**src/rtl/pe_row.sv**
```systemverilog
// pe_row: linear row of N output-stationary MAC processing elements.
//
// Activations enter PE0 from the left and shift one PE per cycle together
// with a valid bit. Each PE registers its own weight from the top edge every
// cycle and passes it downward on wgt_out. On every edge where a PE holds a
// valid activation it accumulates act*wgt (signed or unsigned, wrapping or
// saturating). A drain request copies all accumulators into a shadow bank in
// one edge. The shadow bank is then serialised on sum_out, one PE per beat.
// The accumulators keep running while the readout is in progress.
//
// Ports:
//   clk, rst_n      clock, asynchronous active-low reset
//   en              global enable; 0 freezes every register
//   in_valid/act_in activation entering PE0
//   wgt_in          weight for PE i on bits [i*DW +: DW] (caller skews)
//   clear           zero all accumulators (wins over a same-cycle MAC)
//   drain           request snapshot + readout (ignored while busy)
//   act_out/act_valid_out  activation and valid leaving PE N-1
//   wgt_out         registered weights, PE i on bits [i*DW +: DW]
//   sum_out/sum_valid/sum_idx  registered readout beat
//   busy            readout in progress
module pe_row #(
  parameter int N      = 4,
  parameter int DW     = 16,
  parameter int AW     = 36,
  parameter int SIGNED = 1,
  parameter int SAT    = 0,
  localparam int IW    = (N > 1) ? $clog2(N) : 1
) (
  input  logic            clk,
  input  logic            rst_n,
  input  logic            en,
  input  logic            in_valid,
  input  logic [DW-1:0]   act_in,
  input  logic [N*DW-1:0] wgt_in,
  input  logic            clear,
  input  logic            drain,
  output logic [DW-1:0]   act_out,
  output logic            act_valid_out,
  output logic [N*DW-1:0] wgt_out,
  output logic [AW-1:0]   sum_out,
  output logic            sum_valid,
  output logic [IW-1:0]   sum_idx,
  output logic            busy
);

  localparam logic SGN = (SIGNED != 0);
  localparam logic SAT_EN = (SAT != 0);

  typedef enum logic {
    S_IDLE  = 1'b0,
    S_DRAIN = 1'b1
  } state_t;

  state_t          state_q, state_d;
  logic [IW-1:0]   cnt_q, cnt_d;

  logic [DW-1:0]   a_q [N];
  logic [DW-1:0]   a_d [N];
  logic [DW-1:0]   w_q [N];
  logic [DW-1:0]   w_d [N];
  logic [N-1:0]    v_q, v_d;
  logic [AW-1:0]   acc_q [N];
  logic [AW-1:0]   acc_d [N];
  logic [AW-1:0]   shadow_q [N];
  logic [AW-1:0]   shadow_d [N];

  logic [2*DW-1:0] prod_raw [N];
  logic [AW-1:0]   prod_ext [N];
  logic [AW:0]     sum_x [N];
  logic [AW-1:0]   mac_sum [N];

  logic [AW-1:0]   sum_out_q, sum_out_d;
  logic            sum_valid_q, sum_valid_d;
  logic [IW-1:0]   sum_idx_q, sum_idx_d;

  logic            drain_go;

  // A drain is only taken from IDLE; requests during readout are dropped.
  assign drain_go = en && drain && (state_q == S_IDLE);

  // Product and accumulate-with-overflow-handling, one per PE.
  always_comb begin
    for (int i = 0; i < N; i++) begin
      // Operands extended to 2*DW first, so the 2*DW-bit product is exact
      // for both signed and unsigned interpretation.
      prod_raw[i] = {{DW{a_q[i][DW-1] & SGN}}, a_q[i]} *
                    {{DW{w_q[i][DW-1] & SGN}}, w_q[i]};
      if (SGN) begin
        prod_ext[i] = AW'($signed(prod_raw[i]));
        sum_x[i]    = {acc_q[i][AW-1], acc_q[i]} + {prod_ext[i][AW-1], prod_ext[i]};
        // Guard bit disagreeing with the AW sign bit means the true sum left
        // the signed range; the guard bit holds the true sign.
        if (SAT_EN && (sum_x[i][AW] != sum_x[i][AW-1])) begin
          mac_sum[i] = sum_x[i][AW] ? {1'b1, {(AW-1){1'b0}}} : {1'b0, {(AW-1){1'b1}}};
        end else begin
          mac_sum[i] = sum_x[i][AW-1:0];
        end
      end else begin
        prod_ext[i] = AW'(prod_raw[i]);
        sum_x[i]    = {1'b0, acc_q[i]} + {1'b0, prod_ext[i]};
        if (SAT_EN && sum_x[i][AW]) begin
          mac_sum[i] = '1;
        end else begin
          mac_sum[i] = sum_x[i][AW-1:0];
        end
      end
    end
  end

  // Datapath next state: pipeline shift, weights, accumulators, shadow bank.
  always_comb begin
    // NOTE: every signal gets its hold value first, so no path leaves it
    // unassigned and no latch is inferred.
    a_d      = a_q;
    v_d      = v_q;
    w_d      = w_q;
    acc_d    = acc_q;
    shadow_d = shadow_q;
    if (en) begin
      a_d[0] = act_in;
      v_d[0] = in_valid;
      for (int i = 1; i < N; i++) begin
        a_d[i] = a_q[i-1];
        v_d[i] = v_q[i-1];
      end
      for (int i = 0; i < N; i++) begin
        w_d[i] = wgt_in[i*DW +: DW];
        if (clear) begin
          acc_d[i] = '0;
        end else if (drain_go) begin
          // The old total moves to the shadow bank; this cycle's product
          // starts the next total.
          acc_d[i] = v_q[i] ? prod_ext[i] : '0;
        end else if (v_q[i]) begin
          acc_d[i] = mac_sum[i];
        end
      end
      if (drain_go) begin
        shadow_d = acc_q;
      end
    end
  end

  // Drain FSM: state register.
  always_ff @(posedge clk or negedge rst_n) begin
    // NOTE: sequential state uses non-blocking assignments only, so every
    // flop samples pre-edge values regardless of block ordering.
    if (!rst_n) begin
      state_q <= S_IDLE;
      cnt_q   <= '0;
    end else begin
      state_q <= state_d;
      cnt_q   <= cnt_d;
    end
  end

  // Drain FSM: next state.
  always_comb begin
    state_d = state_q;
    cnt_d   = cnt_q;
    if (en) begin
      unique case (state_q)
        S_IDLE: begin
          if (drain) begin
            state_d = S_DRAIN;
            cnt_d   = '0;
          end
        end
        S_DRAIN: begin
          if (cnt_q == IW'(N - 1)) begin
            state_d = S_IDLE;
            cnt_d   = '0;
          end else begin
            cnt_d = cnt_q + IW'(1);
          end
        end
        default: begin
          state_d = S_IDLE;
          cnt_d   = '0;
        end
      endcase
    end
  end

  // Drain FSM: outputs, registered one edge behind the state.
  always_comb begin
    sum_out_d   = sum_out_q;
    sum_valid_d = sum_valid_q;
    sum_idx_d   = sum_idx_q;
    if (en) begin
      if (state_q == S_DRAIN) begin
        sum_out_d   = shadow_q[cnt_q];
        sum_valid_d = 1'b1;
        sum_idx_d   = cnt_q;
      end else begin
        sum_out_d   = '0;
        sum_valid_d = 1'b0;
        sum_idx_d   = '0;
      end
    end
  end

  always_ff @(posedge clk or negedge rst_n) begin
    if (!rst_n) begin
      // NOTE: the shadow bank is a register array read straight onto
      // sum_out, so it is reset with everything else rather than left
      // uninitialised like a RAM.
      for (int i = 0; i < N; i++) begin
        a_q[i]      <= '0;
        w_q[i]      <= '0;
        acc_q[i]    <= '0;
        shadow_q[i] <= '0;
      end
      v_q         <= '0;
      sum_out_q   <= '0;
      sum_valid_q <= 1'b0;
      sum_idx_q   <= '0;
    end else begin
      a_q         <= a_d;
      w_q         <= w_d;
      v_q         <= v_d;
      acc_q       <= acc_d;
      shadow_q    <= shadow_d;
      sum_out_q   <= sum_out_d;
      sum_valid_q <= sum_valid_d;
      sum_idx_q   <= sum_idx_d;
    end
  end

  assign act_out       = a_q[N-1];
  assign act_valid_out = v_q[N-1];
  assign sum_out       = sum_out_q;
  assign sum_valid     = sum_valid_q;
  assign sum_idx       = sum_idx_q;
  assign busy          = (state_q == S_DRAIN);

  for (genvar g = 0; g < N; g++) begin : g_wgt_out
    assign wgt_out[g*DW +: DW] = w_q[g];
  end

endmodule

```
**config.mk**
```make
export PLATFORM = sky130hd
export DESIGN_NAME = pe_row
export DESIGN_NICKNAME = d
export VERILOG_FILES = /design/src/rtl/pe_row.sv
export SDC_FILE = /design/constraint.sdc
export NUM_CORES = 2
export LEC_CHECK = 0
export CORE_ASPECT_RATIO = 0.5
export CORE_UTILIZATION = 45
export CTS_BUF_LIST = sky130_fd_sc_hd__clkbuf_4 sky130_fd_sc_hd__clkbuf_8 sky130_fd_sc_hd__clkbuf_16
export DETAILED_ROUTE_END_ITERATION = 12
export DONT_BUFFER_PORTS = 1
export GPL_TIMING_DRIVEN = 0
export PLACE_DENSITY_LB_ADDON = 0.15
export SYNTH_ARGS = -nofsm -noshare
export SYNTH_HDL_FRONTEND = slang
export SYNTH_SLANG_ARGS = --single-unit
```
**constraint.sdc**
```tcl
create_clock -name clk -period 11.5 [get_ports clk]
set_input_delay 2.3 -clock clk [delete_from_list [all_inputs] [get_ports clk]]
set_output_delay 2.3 -clock clk [all_outputs]
set_load 0.01 [all_outputs]
```
Yosys cells after proc, flatten, opt, wreduce, memory -nomap -nowiden
Index checks and enable logic that the tools add are counted.
{"block": "op_classes", "magnitude_cmp": 1, "reduce_logical": 12, "n_mux": 28, "eq_ne": 2, "bitwise": 2, "addsub": 5, "n_mul": 4}
{"operator": "two-way mux 36 bit", "n": 19}
{"operator": "adder 36 x 32 -> 36 bit", "n": 4}
{"operator": "multiplier 16 x 16 -> 32 bit", "n": 4}
{"operator": "binary-select mux 36 bit (select 2 bit)", "n": 1}
{"operator": "AND reduction 2 bit", "n": 6}
{"operator": "nonzero test 3 bit", "n": 4}
{"operator": "two-way mux 2 bit", "n": 3}
{"operator": "case mux 2 bit (2 select lines)", "n": 1}
{"operator": "greater-or-equal comparator 3 bit, second input constant", "n": 1}
{"operator": "two-way mux 1 bit", "n": 3}
{"operator": "NOT 2 -> 3 bit", "n": 1}
{"operator": "adder 2 x 1 -> 2 bit, second input constant", "n": 1}
{"operator": "== test 2 bit, second input constant", "n": 1}
{"operator": "logical AND 1 bit", "n": 2}
{"operator": "inequality test 2 bit, second input constant", "n": 1}
{"operator": "case mux 1 bit (2 select lines)", "n": 1}
{"operator": "NOT 1 bit", "n": 1}
{"block": "totals", "regBits": 462, "word_cells": 76, "inputBits": 86, "out_inout_bits": 121}

Logic depth before layout (Yosys ltp)
{"block": "logic_depth", "depth_word": 5, "depth_mapped": 37, "ltp_nobuf": 35}

Least setup slack after synthesis
No wires, ideal clock.
{"block": "synth_path", "kind": "reg2reg", "startpoint": "register w_q, in the netlist wgt_out[39]", "endpoint": "register acc_q[71] (netlist bit)", "t_required_ns": 11.354, "arrival_ns": 7.996, "synth_period_minus_slack_ns": 8.141, "stages_incl_launch_ff": 36, "path_buffers": 2, "setup_slack_ns": 3.359, "setup_time_ns": 0.146, "path_cell_list": "dfrtp_1 > clkbuf_1 > clkbuf_1 > nand2_1 > fa_1 > inv_1 > fa_1 > inv_1 > fa_1 > inv_1 > fa_1 > fa_1 > inv_1 > fa_1 > inv_1 > ha_1 > a211o_1 > o2111ai_1 > a21oi_1 > o21ai_0 > o21ai_0 > o41a_1 > a21o_1 > a21oi_1 > xnor2_1 > ha_1 > a21o_1 > a21oi_1 > o21ai_0 > a211oi_1 > o31ai_1 > a41oi_1 > a21oi_1 > xor2_1 > mux2i_1 > o221ai_1"}
{"block": "synth_between", "elab_chain_cells": 5, "elab_cells_between_ends": 6, "cone_classes": "add/sub: 1; mul: 1; mux: 4"}
{"item": "from (decl)", "line_no": "60", "rtl": "logic [DW-1:0] w_q [N];"}
{"item": "from (signal assigned)", "line_no": "221", "rtl": "w_q <= w_d;"}
{"item": "multiplier 16 x 16 -> 32 bit *", "line_no": "87", "rtl": "prod_raw[i] = {{DW{a_q[i][DW-1] & SGN}}, a_q[i]} *"}
{"item": "adder 36 x 32 -> 36 bit", "line_no": "91", "rtl": "sum_x[i] = {acc_q[i][AW-1], acc_q[i]} + {prod_ext[i][AW-1], prod_ext[i]};"}
{"item": "two-way mux 36 bit", "line_no": "135", "rtl": "end else if (v_q[i]) begin"}
{"item": "two-way mux 36 bit *", "line_no": "131", "rtl": "end else if (drain_go) begin"}
{"item": "two-way mux 36 bit *", "line_no": "129", "rtl": "if (clear) begin"}
{"item": "to (signal, indexed assignment)", "line_no": "212", "rtl": "acc_q[i] <= '0;"}
{"item": "to (signal assigned)", "line_no": "223", "rtl": "acc_q <= acc_d;"}
{"item": "to (decl)", "line_no": "63", "rtl": "logic [AW-1:0] acc_q [N];"}
Mark *: on every way between the ends. The rest lies on a longest branch, timed or not. The select of a mux whose other input is x is not followed.
A chain may end at the register's enable or synchronous reset.

Final worst setup path
{"block": "layout_path", "startpoint": "register a_q[31] (netlist bit)", "endpoint": "register acc_q[71] (netlist bit)"}
{"block": "layout_between", "elab_chain_cells": 5, "elab_cells_between_ends": 6, "cone_classes": "add/sub: 1; mul: 1; mux: 4"}
{"item": "from (decl)", "line_no": "58", "rtl": "logic [DW-1:0] a_q [N];"}
{"item": "from (signal, indexed assignment)", "line_no": "210", "rtl": "a_q[i] <= '0;"}
{"item": "from (signal assigned)", "line_no": "220", "rtl": "a_q <= a_d;"}
{"item": "multiplier 16 x 16 -> 32 bit *", "line_no": "87"}
{"item": "adder 36 x 32 -> 36 bit", "line_no": "91"}
{"item": "two-way mux 36 bit", "line_no": "135"}
{"item": "two-way mux 36 bit *", "line_no": "131"}
{"item": "two-way mux 36 bit *", "line_no": "129"}
Marked as above.

==> flow_summary.json <==
{
  "outcome": "completed",
  "cts_max_level": 2,
  "clock_skew_ns": 0.02246,
  "ys_warn_count": 0,
  "routed_wl_um": 197500,
  "first_global_vias": 48076,
  "syn_area_sq_um": 64850,
  "dr.pass1.iters": 5,
  "grt_setup_unrepaired": "false",
  "slowest_delay_ns": 0.93,
  "clock_latency_ns": 0.67,
  "fin_crit_sh_pct": 84.91,
  "tns_ns": 0,
  "std_cell_rows": 98,
  "critical_path_class": "flop to flop",
  "vias": 48353,
  "crit_path_top_delay_cell": "dfrtp_1",
  "hold_path.class": "flop to flop",
  "max_freq_ghz": 0.1024,
  "cts_tree": "built",
  "fill_cells": 13869,
  "detail-route-antenna-nets": 0,
  "dieWidth_um": 538.9,
  "tightestPinTransition_ns": 1.399,
  "post_cts_resized": 0,
  "crit_arrival_ns": 10.26,
  "worstHoldPathCells": 2,
  "maxSlewHeadroom_pct": 6.764,
  "final-setup-viol-count": 0,
  "required_ns": 12.00,
  "register_area_sq_um": 11560,
  "dp_hpwl_um": 158500,
  "drv_slew": 0,
  "ys_ff_latch": 462,
  "gp_congestion": 0.9593,
  "hold_buffers": 0,
  "synth_edf_count": 0,
  "clk_pin_slew_ns": 0.07,
  "grt_max_degree": 463,
  "reg2reg_depth": 31,
  "cts_buffers": 51,
  "drc": 0,
  "cts_root_buf": "clkbuf_16",
  "via_per_inst": 5.366,
  "drt_iter0_drc": 4099,
  "grt_overflow": 0,
  "syn_nets": 8614,
  "grt_pass1_wl_um": 304000,
  "cts_buffer_depth": 3,
  "post_drt_wl_per_cell_um": 21.92,
  "start_kind": "flop",
  "drive_gt1_share_pct": 4.462,
  "io_pins": 207,
  "worstPathMaxFanout": 10,
  "multiInputGateArea_sq_um": 47370,
  "ys_types": 84,
  "portBuffers": 0,
  "async_flop_share_pct": 100.0,
  "worst_path_most_repeated_cell": "fa_1",
  "numClockSinks": 462,
  "synth_cells": 7007,
  "min_period_ns": 9.765,
  "core-area_sq_um": 143000,
  "start_util_pct": 45.36,
  "worstSetupEndpointType": "flop",
  "nets": 8670,
  "grt_use_total_pct": 27.56,
  "maxCapViolCount": 0,
  "ys.flop_type": "dfrtp_1",
  "grt_antenna_before_repair": 22,
  "post_cts_buffers": 0,
  "avgSynthCellArea_sq_um": 9.255,
  "die-area_sq_um": 145700,
  "ys_seq_area_share_pct": 17.83,
  "area_growth_pct": 6.485,
  "hold_viol": 0,
  "chipHeight_um": 270.4
}
[state kept, by name, indices dropped and copies added (netlist names), 2 cells and up]
register,cells
v_q,4
cnt_q,2
sum_out,36
wgt_out,64
act_out,16
sum_idx,2
acc_q,144
a_q,48
shadow_q,144
[routing by layer]
layer  routed length (um)  global-route usage (%)  vias up
li1                     -                       -    22072
met1                92700                   41.31    24528
met2                84340                   40.64     1515
met3                15010                   5.462      228
met4                 5432                   6.768       10
met5                   61                       0        -
[worst max-delay path: cells and delay by family (launching register included)]
kind            cells  cell delay (ns)
fa+ha+maj           8             3.62
compound gates     10             2.38
buf+inv             4             1.25
flops               1             0.93
simple gates        6             0.76
xor+xnor            2             0.43
mux                 1             0.20
[stage by stage]
step / instances / util (%) / instance area (sq um) / setup WS [ns] / hold WS (ns)
2_1_floorplan: 7007 / - / 64850 / 3.359 / 0.4404
3_3_place_gp: 8907 / 47.02 / 67230 / 1.831 / 0.4547
3_5_place_dp: 8908 / 47.04 / 67250 / 1.793 / 0.4599
4_1_cts: 9002 / 48.25 / 68980 / 1.788 / 0.4799
5_1_grt: 9006 / 48.29 / 69040 / 1.097 / 0.5037
6_report: 9011 / 48.30 / 69050 / 1.735 / 0.4812
[final timing paths]
check	start	end	slack, ns
setup / recovery	a_q[31]	acc_q[71]	1.74
hold / removal	shadow_q[2]	shadow_q[2]	0.48
setup reg to reg	a_q[31]	acc_q[71]	1.74
hold reg to reg	shadow_q[2]	shadow_q[2]	0.48
max in group asynchronous	rst_n	wgt_out[4]	8.05
min in group asynchronous	rst_n	wgt_out[20]	1.32
[cells in the mapped netlist (20+ instances only)]
master,instances,area (sq um)
o21bai_1,42,315.3
o31ai_1,29,217.7
a211oi_1,24,180.2
nand2_1,1136,4264
xor2_1,78,683.2
a21o_1,124,930.9
nor3_1,36,180.2
a221o_1,20,200.2
nor2_1,168,630.6
o21a_1,34,255.2
inv_1,1269,4763
and2_1,496,3103
dfrtp_1,462,11560
nand2b_1,49,306.5
nor2b_1,31,193.9
fa_1,1052,21060
ha_1,469,5868
a31oi_1,30,187.7
xnor2_1,179,1568
a21oi_1,212,1061
mux2_2,128,1441
a22oi_1,81,608.1
o21ai_0,249,1246
nand3_1,73,365.4
mux4_2,36,810.8
clkbuf_1,255,957.2
[cells in the final DEF, fill, tap and decap left out, types with 9 or more instances in the layout]
master / instances
nor2_1: 168
o21bai_1: 42
a21o_1: 124
nand4_1: 17
mux4_2: 36
nor3_1: 36
xor2_1: 78
a21oi_1: 212
clkinv_2: 9
nor2b_1: 31
and2_1: 496
o211ai_1: 17
inv_1: 1269
a22oi_1: 81
xnor2_1: 179
buf_1: 18
o21a_1: 34
nand2_1: 1136
dfrtp_1: 462
a221o_1: 20
a31oi_1: 30
nand2b_1: 49
ha_1: 469
fa_1: 1052
mux2_2: 128
a211oi_1: 24
o2111ai_1: 9
clkbuf_16: 52
buf_4: 16
o31ai_1: 29
nand3_1: 73
o21ai_0: 249
and3_1: 19
or3_1: 15
or2_2: 12
clkbuf_1: 251
[area by class of cell]
cell class	instances	share of cell area, %
timing repair buffer	3	0.1087
clock buffer	62	2.011
sequential	462	16.74
buffer	290	1.672
antenna	7	0.02537
inverter	1269	6.898
clock inverter	32	0.4947
tap	1900	3.443
multi-input combinational	4986	68.60
[kinds of logic after synthesis]
kind of cell	synth area share, %
DFF	17.83
adders and majority gates	41.53
xor gates and xnor gates	3.496
AOI/OAI and AO/OA	9.585
buffers and inverters	9.118
and+or+nand+nor	14.88
muxes	3.566
Power is left out: the tool's default activity adds up to more than one toggle a clock period on the data nets, which glitch-free logic cannot reach.
